==> config.mk <==
export PLATFORM = sky130hd
export DESIGN_NAME = mult_hilo_unit
export DESIGN_NICKNAME = d
export VERILOG_FILES = /design/src/rtl/mult_hilo_unit.sv
export SDC_FILE = /design/constraint.sdc
export NUM_CORES = 1
export LEC_CHECK = 0
export ABC_AREA = 1
export CORE_MARGIN = 10
export CORE_UTILIZATION = 38
export DETAILED_ROUTE_END_ITERATION = 6
export PLACE_DENSITY = 0.77
export SLEW_MARGIN = 30
export SYNTH_ARGS = -nofsm -noshare
export SYNTH_HDL_FRONTEND = slang
export SYNTH_SLANG_ARGS = --single-unit
==> constraint.sdc <==
create_clock -name clk -period 5.1 [get_ports clk]
set_clock_uncertainty 0.2 [all_clocks]
set_input_delay 1.53 -clock clk [delete_from_list [all_inputs] [get_ports clk]]
set_output_delay 1.53 -clock clk [all_outputs]
set_load 0.01 [all_outputs]
==> src/rtl/mult_hilo_unit.sv <==
// HI/LO register unit: sequences an external multiplier and writes HI/LO from mult/mthi/mtlo.
// Optional `MULT_TIMEOUT_EN adds a sticky err output and a bounded WAIT state.
module mult_hilo_unit #(
  parameter int unsigned WIDTH = 32
) (
  input  logic               clk,
  input  logic               reset,
  input  logic               op_valid,
  input  logic               op_mult,
  input  logic               op_mthi,
  input  logic               op_mtlo,
  input  logic               op_signed,
  input  logic [WIDTH-1:0]   op_a,
  input  logic [WIDTH-1:0]   op_b,
  input  logic               rd_req,
  output logic               op_ready,
  output logic               stall,
  output logic [WIDTH-1:0]   hi,
  output logic [WIDTH-1:0]   lo,
  output logic               busy,
`ifdef MULT_TIMEOUT_EN
  output logic               err,
`endif
  output logic               mult_start,
  output logic               mult_signed,
  output logic [WIDTH-1:0]   mult_src_a,
  output logic [WIDTH-1:0]   mult_src_b,
  input  logic               mult_ready,
  input  logic               mult_done,
  input  logic [2*WIDTH-1:0] mult_product
);

  typedef enum logic [1:0] {StIdle, StIssue, StWait} state_e;

  state_e state_q, state_d;

  logic [WIDTH-1:0] hi_q, hi_d;
  logic [WIDTH-1:0] lo_q, lo_d;
  logic [WIDTH-1:0] hold_a_q, hold_a_d;
  logic [WIDTH-1:0] hold_b_q, hold_b_d;
  logic             hold_signed_q, hold_signed_d;

  logic accept;
  logic do_mult;
  logic do_mthi;
  logic do_mtlo;
  logic capture;
  logic timeout;

  assign accept  = op_valid & op_ready;
  assign do_mult = accept & op_mult;
  assign do_mthi = accept & ~op_mult & op_mthi;
  assign do_mtlo = accept & ~op_mult & ~op_mthi & op_mtlo;
  // Done is only honoured in WAIT so a level-high done left over from the last op is ignored.
  assign capture = (state_q == StWait) & mult_done;

`ifdef MULT_TIMEOUT_EN
  localparam int unsigned TimeoutCycles = 2 * WIDTH + 4;
  localparam int unsigned CntW          = $clog2(TimeoutCycles + 1);

  logic [CntW-1:0] wait_cnt_q, wait_cnt_d;
  logic            err_q, err_d;

  assign timeout = (state_q == StWait) & ~mult_done &
                   (wait_cnt_q == CntW'(TimeoutCycles - 1));

  always_comb begin
    wait_cnt_d = wait_cnt_q;
    if (state_q == StIssue) begin
      wait_cnt_d = '0;
    end else if (state_q == StWait) begin
      wait_cnt_d = wait_cnt_q + CntW'(1);
    end
    err_d = err_q | timeout;
  end

  always_ff @(posedge clk or posedge reset) begin
    if (reset) begin
      wait_cnt_q <= '0;
      err_q      <= 1'b0;
    end else begin
      wait_cnt_q <= wait_cnt_d;
      err_q      <= err_d;
    end
  end

  assign err = err_q;
`else
  assign timeout = 1'b0;
`endif

  // State register
  always_ff @(posedge clk or posedge reset) begin
    if (reset) begin
      state_q <= StIdle;
    end else begin
      state_q <= state_d;
    end
  end

  // Next-state logic
  always_comb begin
    state_d = state_q;
    unique case (state_q)
      StIdle:  if (do_mult) state_d = StIssue;
      StIssue: state_d = StWait;
      StWait:  if (mult_done || timeout) state_d = StIdle;
      default: state_d = StIdle;
    endcase
  end

  // Outputs
  always_comb begin
    busy       = (state_q != StIdle);
    op_ready   = (state_q == StIdle) & mult_ready;
    mult_start = (state_q == StIssue);
    stall      = (op_valid & ~op_ready) | (rd_req & busy);
  end

  // HI/LO and operand holding registers
  always_comb begin
    hi_d          = hi_q;
    lo_d          = lo_q;
    hold_a_d      = hold_a_q;
    hold_b_d      = hold_b_q;
    hold_signed_d = hold_signed_q;
    if (do_mult) begin
      hold_a_d      = op_a;
      hold_b_d      = op_b;
      hold_signed_d = op_signed;
    end
    if (do_mthi) hi_d = op_a;
    if (do_mtlo) lo_d = op_a;
    if (capture) begin
      hi_d = mult_product[2*WIDTH-1:WIDTH];
      lo_d = mult_product[WIDTH-1:0];
    end
  end

  always_ff @(posedge clk or posedge reset) begin
    if (reset) begin
      hi_q          <= '0;
      lo_q          <= '0;
      hold_a_q      <= '0;
      hold_b_q      <= '0;
      hold_signed_q <= 1'b0;
    end else begin
      hi_q          <= hi_d;
      lo_q          <= lo_d;
      hold_a_q      <= hold_a_d;
      hold_b_q      <= hold_b_d;
      hold_signed_q <= hold_signed_d;
    end
  end

  assign hi          = hi_q;
  assign lo          = lo_q;
  assign mult_src_a  = hold_a_q;
  assign mult_src_b  = hold_b_q;
  assign mult_signed = hold_signed_q;

endmodule

# [Yosys cells after proc, flatten, opt, wreduce, memory -nomap -nowiden]
# Index checks and enable logic that the tools add are counted.
[totals] memories=0 ramBits=0 output_inout_bits=133 romBits=0 regBits=131 latch_bits=0
[classes] div=0 bitwise_logic=14 n_lt_le_gt_ge=0 n_reduce_logical=5 add_sub_neg=0 mux=7 n_eq_ne=4 shift=0 mul=0
[ops] cell="$mux 32" n=4
[ops] cell="$and 1x1->1" n=10
[ops] cell="$pmux 2 s3" n=1
[ops] cell="$reduce_bool 2->1" n=3
[ops] cell="$mux 2" n=2
[ops] cell="$ne 2x2->1 const B" n=2
[ops] cell="$not 1->1" n=3
[ops] cell="$eq 2x1->1 const B" n=1
[ops] cell="$eq 2x2->1 const B" n=1
[ops] cell="$logic_not 2->1" n=1
[ops] cell="$reduce_and 2->1" n=1
[ops] cell="$or 1x1->1" n=1

# [Longest topological paths before layout]
[depth] word_depth=8 depth_mapped=9 depth_no_buf=7

# [Least setup slack after synthesis]
# OpenSTA, ideal clock, no wires.
[synth_path] path_type="input to output" from="input port mult_ready" to="output port stall" arrival_ns=1.874 stages=3 path_slack_ns=1.496 cell_sequence="inv_1 -> nor2_1 -> nor2_1"
[synth_between] elab_chain_len=4
[synth_lines] element="from (decl)" line_no="28" text="input logic mult_ready,"
[synth_lines] element="$and 1x1->1" line_no="115" text="op_ready = (state_q == StIdle) & mult_ready;"
[synth_lines] element="named net op_ready" line_no="16" text="output logic op_ready,"
[synth_lines] element="$not 1->1" line_no="117" text="stall = (op_valid & ~op_ready) | (rd_req & busy);"
[synth_lines] element="$and 1x1->1" line_no="117"
[synth_lines] element="$or 1x1->1" line_no="117"
[synth_lines] element="to (decl)" line_no="17" text="output logic stall,"
# The timed path passes the listed nets, and every way through them passes these cells.

# [Final worst setup path]
[layout_path] from="input port mult_ready" to="output port op_ready"
[layout_between] elab_chain_len=1
[layout_lines] element="$and 1x1->1" line_no="115"
[layout_lines] element="to (decl)" line_no="16"
# No other way between the ends.

==> metrics.txt <==
# TYPE chip_impl_metric gauge
chip_impl_info{name="status",value="finished clean"} 1
chip_impl_metric{name="route.detailed.wl_per_inst",unit="µm"} 18.0
chip_impl_metric{name="global_route.usage.total",unit=""} 0.199
chip_impl_metric{name="vias_per_cell",unit=""} 4.89
chip_impl_info{name="cp_slowest_cell",value="clkdlybuf4s50_1"} 1
chip_impl_metric{name="drt_drc_violations_left",unit=""} 0
chip_impl_metric{name="h-tree-depth",unit=""} 4
chip_impl_info{name="hold_path_startpoint",value="mult_src_a[31]"} 1
chip_impl_metric{name="layout.filler_cells",unit=""} 1359
chip_impl_metric{name="post_cts_hold_buffer_count",unit=""} 0
chip_impl_metric{name="power_density",unit="nW/µm²"} 428
chip_impl_metric{name="fp.dieH",unit="µm"} 145
chip_impl_metric{name="ios",unit=""} 271
chip_impl_metric{name="cpPeakStageDelay",unit="ps"} 550
chip_impl_metric{name="synth_cell_type_count",unit=""} 18
chip_impl_metric{name="routability_congestion_estimate_from_global_placement",unit=""} 0.829
chip_impl_metric{name="final_max_slew_viol_count",unit=""} 0
chip_impl_metric{name="port_buffers",unit=""} 270
chip_impl_info{name="timing.critical_path.max_delay_family",value="buffers and inverters"} 1
chip_impl_metric{name="grt_overflow",unit=""} 0
chip_impl_info{name="rsz0062_at_grt",value="false"} 1
chip_impl_info{name="hold_end",value="mult_src_a[31]"} 1
chip_impl_info{name="critical-path-top-cell-by-count",value="clkdlybuf4s50_1"} 1
chip_impl_metric{name="core_area",unit="µm²"} 15200
chip_impl_metric{name="vias",unit=""} 5852
chip_impl_metric{name="dieArea",unit="µm²"} 20900
chip_impl_metric{name="detailedRoute.firstPassIterationCount",unit=""} 7
chip_impl_metric{name="initial_antenna_violation_count",unit=""} 0
chip_impl_metric{name="finalHoldViolCount",unit=""} 0
chip_impl_metric{name="design.final.nets",unit=""} 1138
chip_impl_metric{name="initialDrtViolationCount",unit=""} 299
chip_impl_metric{name="post-route-min-period",unit="ps"} 4510
chip_impl_metric{name="postSynthAreaPerCell",unit="µm²"} 7.85
chip_impl_metric{name="worst_slew_margin_rel",unit=""} 0.334
chip_impl_metric{name="critical_path.n_buffers_inverters",unit=""} 3
chip_impl_metric{name="num_antenna_cells",unit=""} 0
chip_impl_info{name="rr_startpoint",value="state_q[1]"} 1
chip_impl_info{name="timing_worst_setup_path_type",value="in2out"} 1
chip_impl_info{name="most_frequent_standard_cell_in_the_layout_excluding_fill_and_tap_cells",value="nand2_1"} 1
chip_impl_metric{name="r2r_setup_slack",unit="ps"} 2280
chip_impl_metric{name="grt_max_degree",unit=""} 132
chip_impl_info{name="layout.cells.most_common_list",value="nand2_1 (422), clkdlybuf4s50_1 (270), dfrtp_1 (131), nand3_1 (64), o21ai_1 (41)"} 1
chip_impl_metric{name="critPathArrivalTime",unit="ps"} 2780
chip_impl_metric{name="clock_pin_slew_on_the_worst_setup_and_hold_paths",unit="ps"} 50
chip_impl_info{name="kind_of_launch_point_of_the_worst_setup_path",value="input pin"} 1
chip_impl_metric{name="post_cts_resize_count",unit=""} 0
chip_impl_metric{name="rows",unit=""} 45
chip_impl_metric{name="fin_setup_tns",unit="ps"} 0
chip_impl_metric{name="worst-endpoint-required",unit="ps"} 3370
chip_impl_metric{name="final_cycle_utilization_of_the_critical_path",unit=""} 0.884
chip_impl_metric{name="yosys_register_bits",unit=""} 131
chip_impl_info{name="critical_path.cell_chain",value="clkdlybuf4s50_1, inv_1, nor2_1, clkdlybuf4s50_1"} 1
chip_impl_metric{name="postSynthNetCount",unit=""} 891
chip_impl_info{name="root_buffer",value="clkbuf_16"} 1
chip_impl_metric{name="ff2ff_path_depth",unit=""} 6
chip_impl_info{name="capturing_element_type_of_the_critical_path",value="output port"} 1
chip_impl_metric{name="clock.fmax",unit="MHz"} 222
chip_impl_metric{name="detail_route.wirelength",unit="µm"} 21500
chip_impl_metric{name="first_pass_grt_wire_length",unit="µm"} 32200
chip_impl_metric{name="dp.final_hpwl",unit="µm"} 15000
chip_impl_metric{name="layout-area-overhead-vs-synth",unit="%"} 56.4
chip_impl_metric{name="post_route_cells_drive_above_1_share",unit=""} 0.0437
chip_impl_metric{name="peakVddDrop",unit="µV"} 233
chip_impl_metric{name="initial_util",unit=""} 0.389
chip_impl_metric{name="part_of_the_yosys_area_used_for_sequential_elements",unit=""} 0.555
chip_impl_info{name="timing.rr.end",value="mult_src_b[2]"} 1
chip_impl_metric{name="hold-worst-slack",unit="ps"} 275
chip_impl_metric{name="insertion_delay",unit="ps"} 410
chip_impl_metric{name="tritoncts.num_buffers",unit=""} 17
chip_impl_metric{name="cts_post_setup_buffers_inserted",unit=""} 0
chip_impl_metric{name="min_path_cells",unit=""} 2
chip_impl_metric{name="number_of_max_cap_violations",unit=""} 0
chip_impl_metric{name="tightestPinTransition",unit="ps"} 997
chip_impl_metric{name="clock_sinks",unit=""} 131
chip_impl_metric{name="die-width",unit="µm"} 145
chip_impl_metric{name="finalSetupViolCount",unit=""} 0
chip_impl_metric{name="netlist_instances",unit=""} 753
chip_impl_metric{name="clock_path_buffers",unit=""} 2
chip_impl_metric{name="timing.critical_path.fanout_max",unit=""} 3
chip_impl_metric{name="p_leak",unit="nW"} 4.46
chip_impl_info{name="holdCritPathClass",value="reg2reg"} 1
chip_impl_metric{name="power.total",unit="W"} 0.00395
chip_impl_metric{name="syn-cell-area",unit="µm²"} 5910
chip_impl_info{name="clock_tree_from_tritoncts",value="built"} 1
chip_impl_metric{name="via_count_of_the_first_global_routing_pass",unit=""} 5810
chip_impl_metric{name="detail-route-antenna-nets",unit=""} 0
chip_impl_metric{name="ys.warnings.count",unit=""} 0
layout make-up:
cell class                 instances  area [µm²]  area share
sequential                       131        3280       0.355
timing repair buffer             278        2780       0.300
tap                              188         235      0.0255
clock inverter                     5        77.6     0.00840
clock buffer                      22         494      0.0535
inverter                           8        33.8     0.00366
multi-input combinational        564        2350       0.254
registers in the layout, indices dropped and copies added, names as in the netlist:
register and flops:
lo 32, state_q 2, mult_src_b 32, mult_src_a 32, hi 32, mult_signed 1
how the worst max path moves through the flow:
stage | depth (start not counted) | slack (ps) | endpoint | from
after floorplan | 3 | 1500 | stall | mult_ready
after global placement | 4 | 600 | op_ready | mult_ready
after detailed placement | 4 | 580 | op_ready | mult_ready
after CTS | 4 | 580 | op_ready | mult_ready
after global routing | 5 | 490 | stall | mult_ready
final | 4 | 590 | op_ready | mult_ready
kinds of logic after synthesis:
group / synth area share
simple gates: 0.331
flops: 0.555
compound gates: 0.0610
buf+inv: 0.0527
Yosys cell counts:
library cell    n  area (µm²)
clkbuf_1        6        22.5
a21oi_1         1        5.00
nand3_1        64         320
nand4_1         1        6.26
nor2_2          2        12.5
o21ai_0        24         120
dfrtp_1       131        3280
inv_1           6        22.5
inv_2           2        7.51
buf_1           7        26.3
o21ai_1        41         205
nand3_2         2        20.0
nand2_1       422        1580
buf_2          18        90.1
nor2_1          4        15.0
buf_4          19         143
o21bai_1        1        7.51
o21bai_2        2        22.5
where the power goes:
group | leakage [nW] | switching, W | internal, W
clock network | 0.282 | 0.000420 | 0.000768
registers | 1.64 | 0.000152 | 0.00132
logic | 2.54 | 0.000581 | 0.000711
stage by stage:
| step | util | cells | worst slack [ps] | cell area, µm² |
|---|---|---|---|---|
| after global placement | 0.570 | 1169 | 595 | 8670 |
| after CTS | 0.608 | 1196 | 583 | 9240 |
| after global routing | 0.608 | 1196 | 489 | 9240 |
| final | 0.608 | 1196 | 593 | 9240 |
| after detailed placement | 0.570 | 1169 | 583 | 8670 |
| after floorplan | - | 753 | 1500 | 5910 |
worst register-to-register path: stages (launching register included):
cell and delay (ps):
dfrtp_1 430, nor2_2 250, nand3_2 380, nor2_4 770, buf_4 510, nand2_1 120, nand2_1 90
layer usage:
layer,up-vias,wire (µm),GRT usage
met5,-,0,0
met4,0,427,0.0665
met3,26,1970,0.0763
met2,224,10400,0.330
met1,2740,8680,0.230
li1,2862,-,-
(Power assumes the default switching activity.)
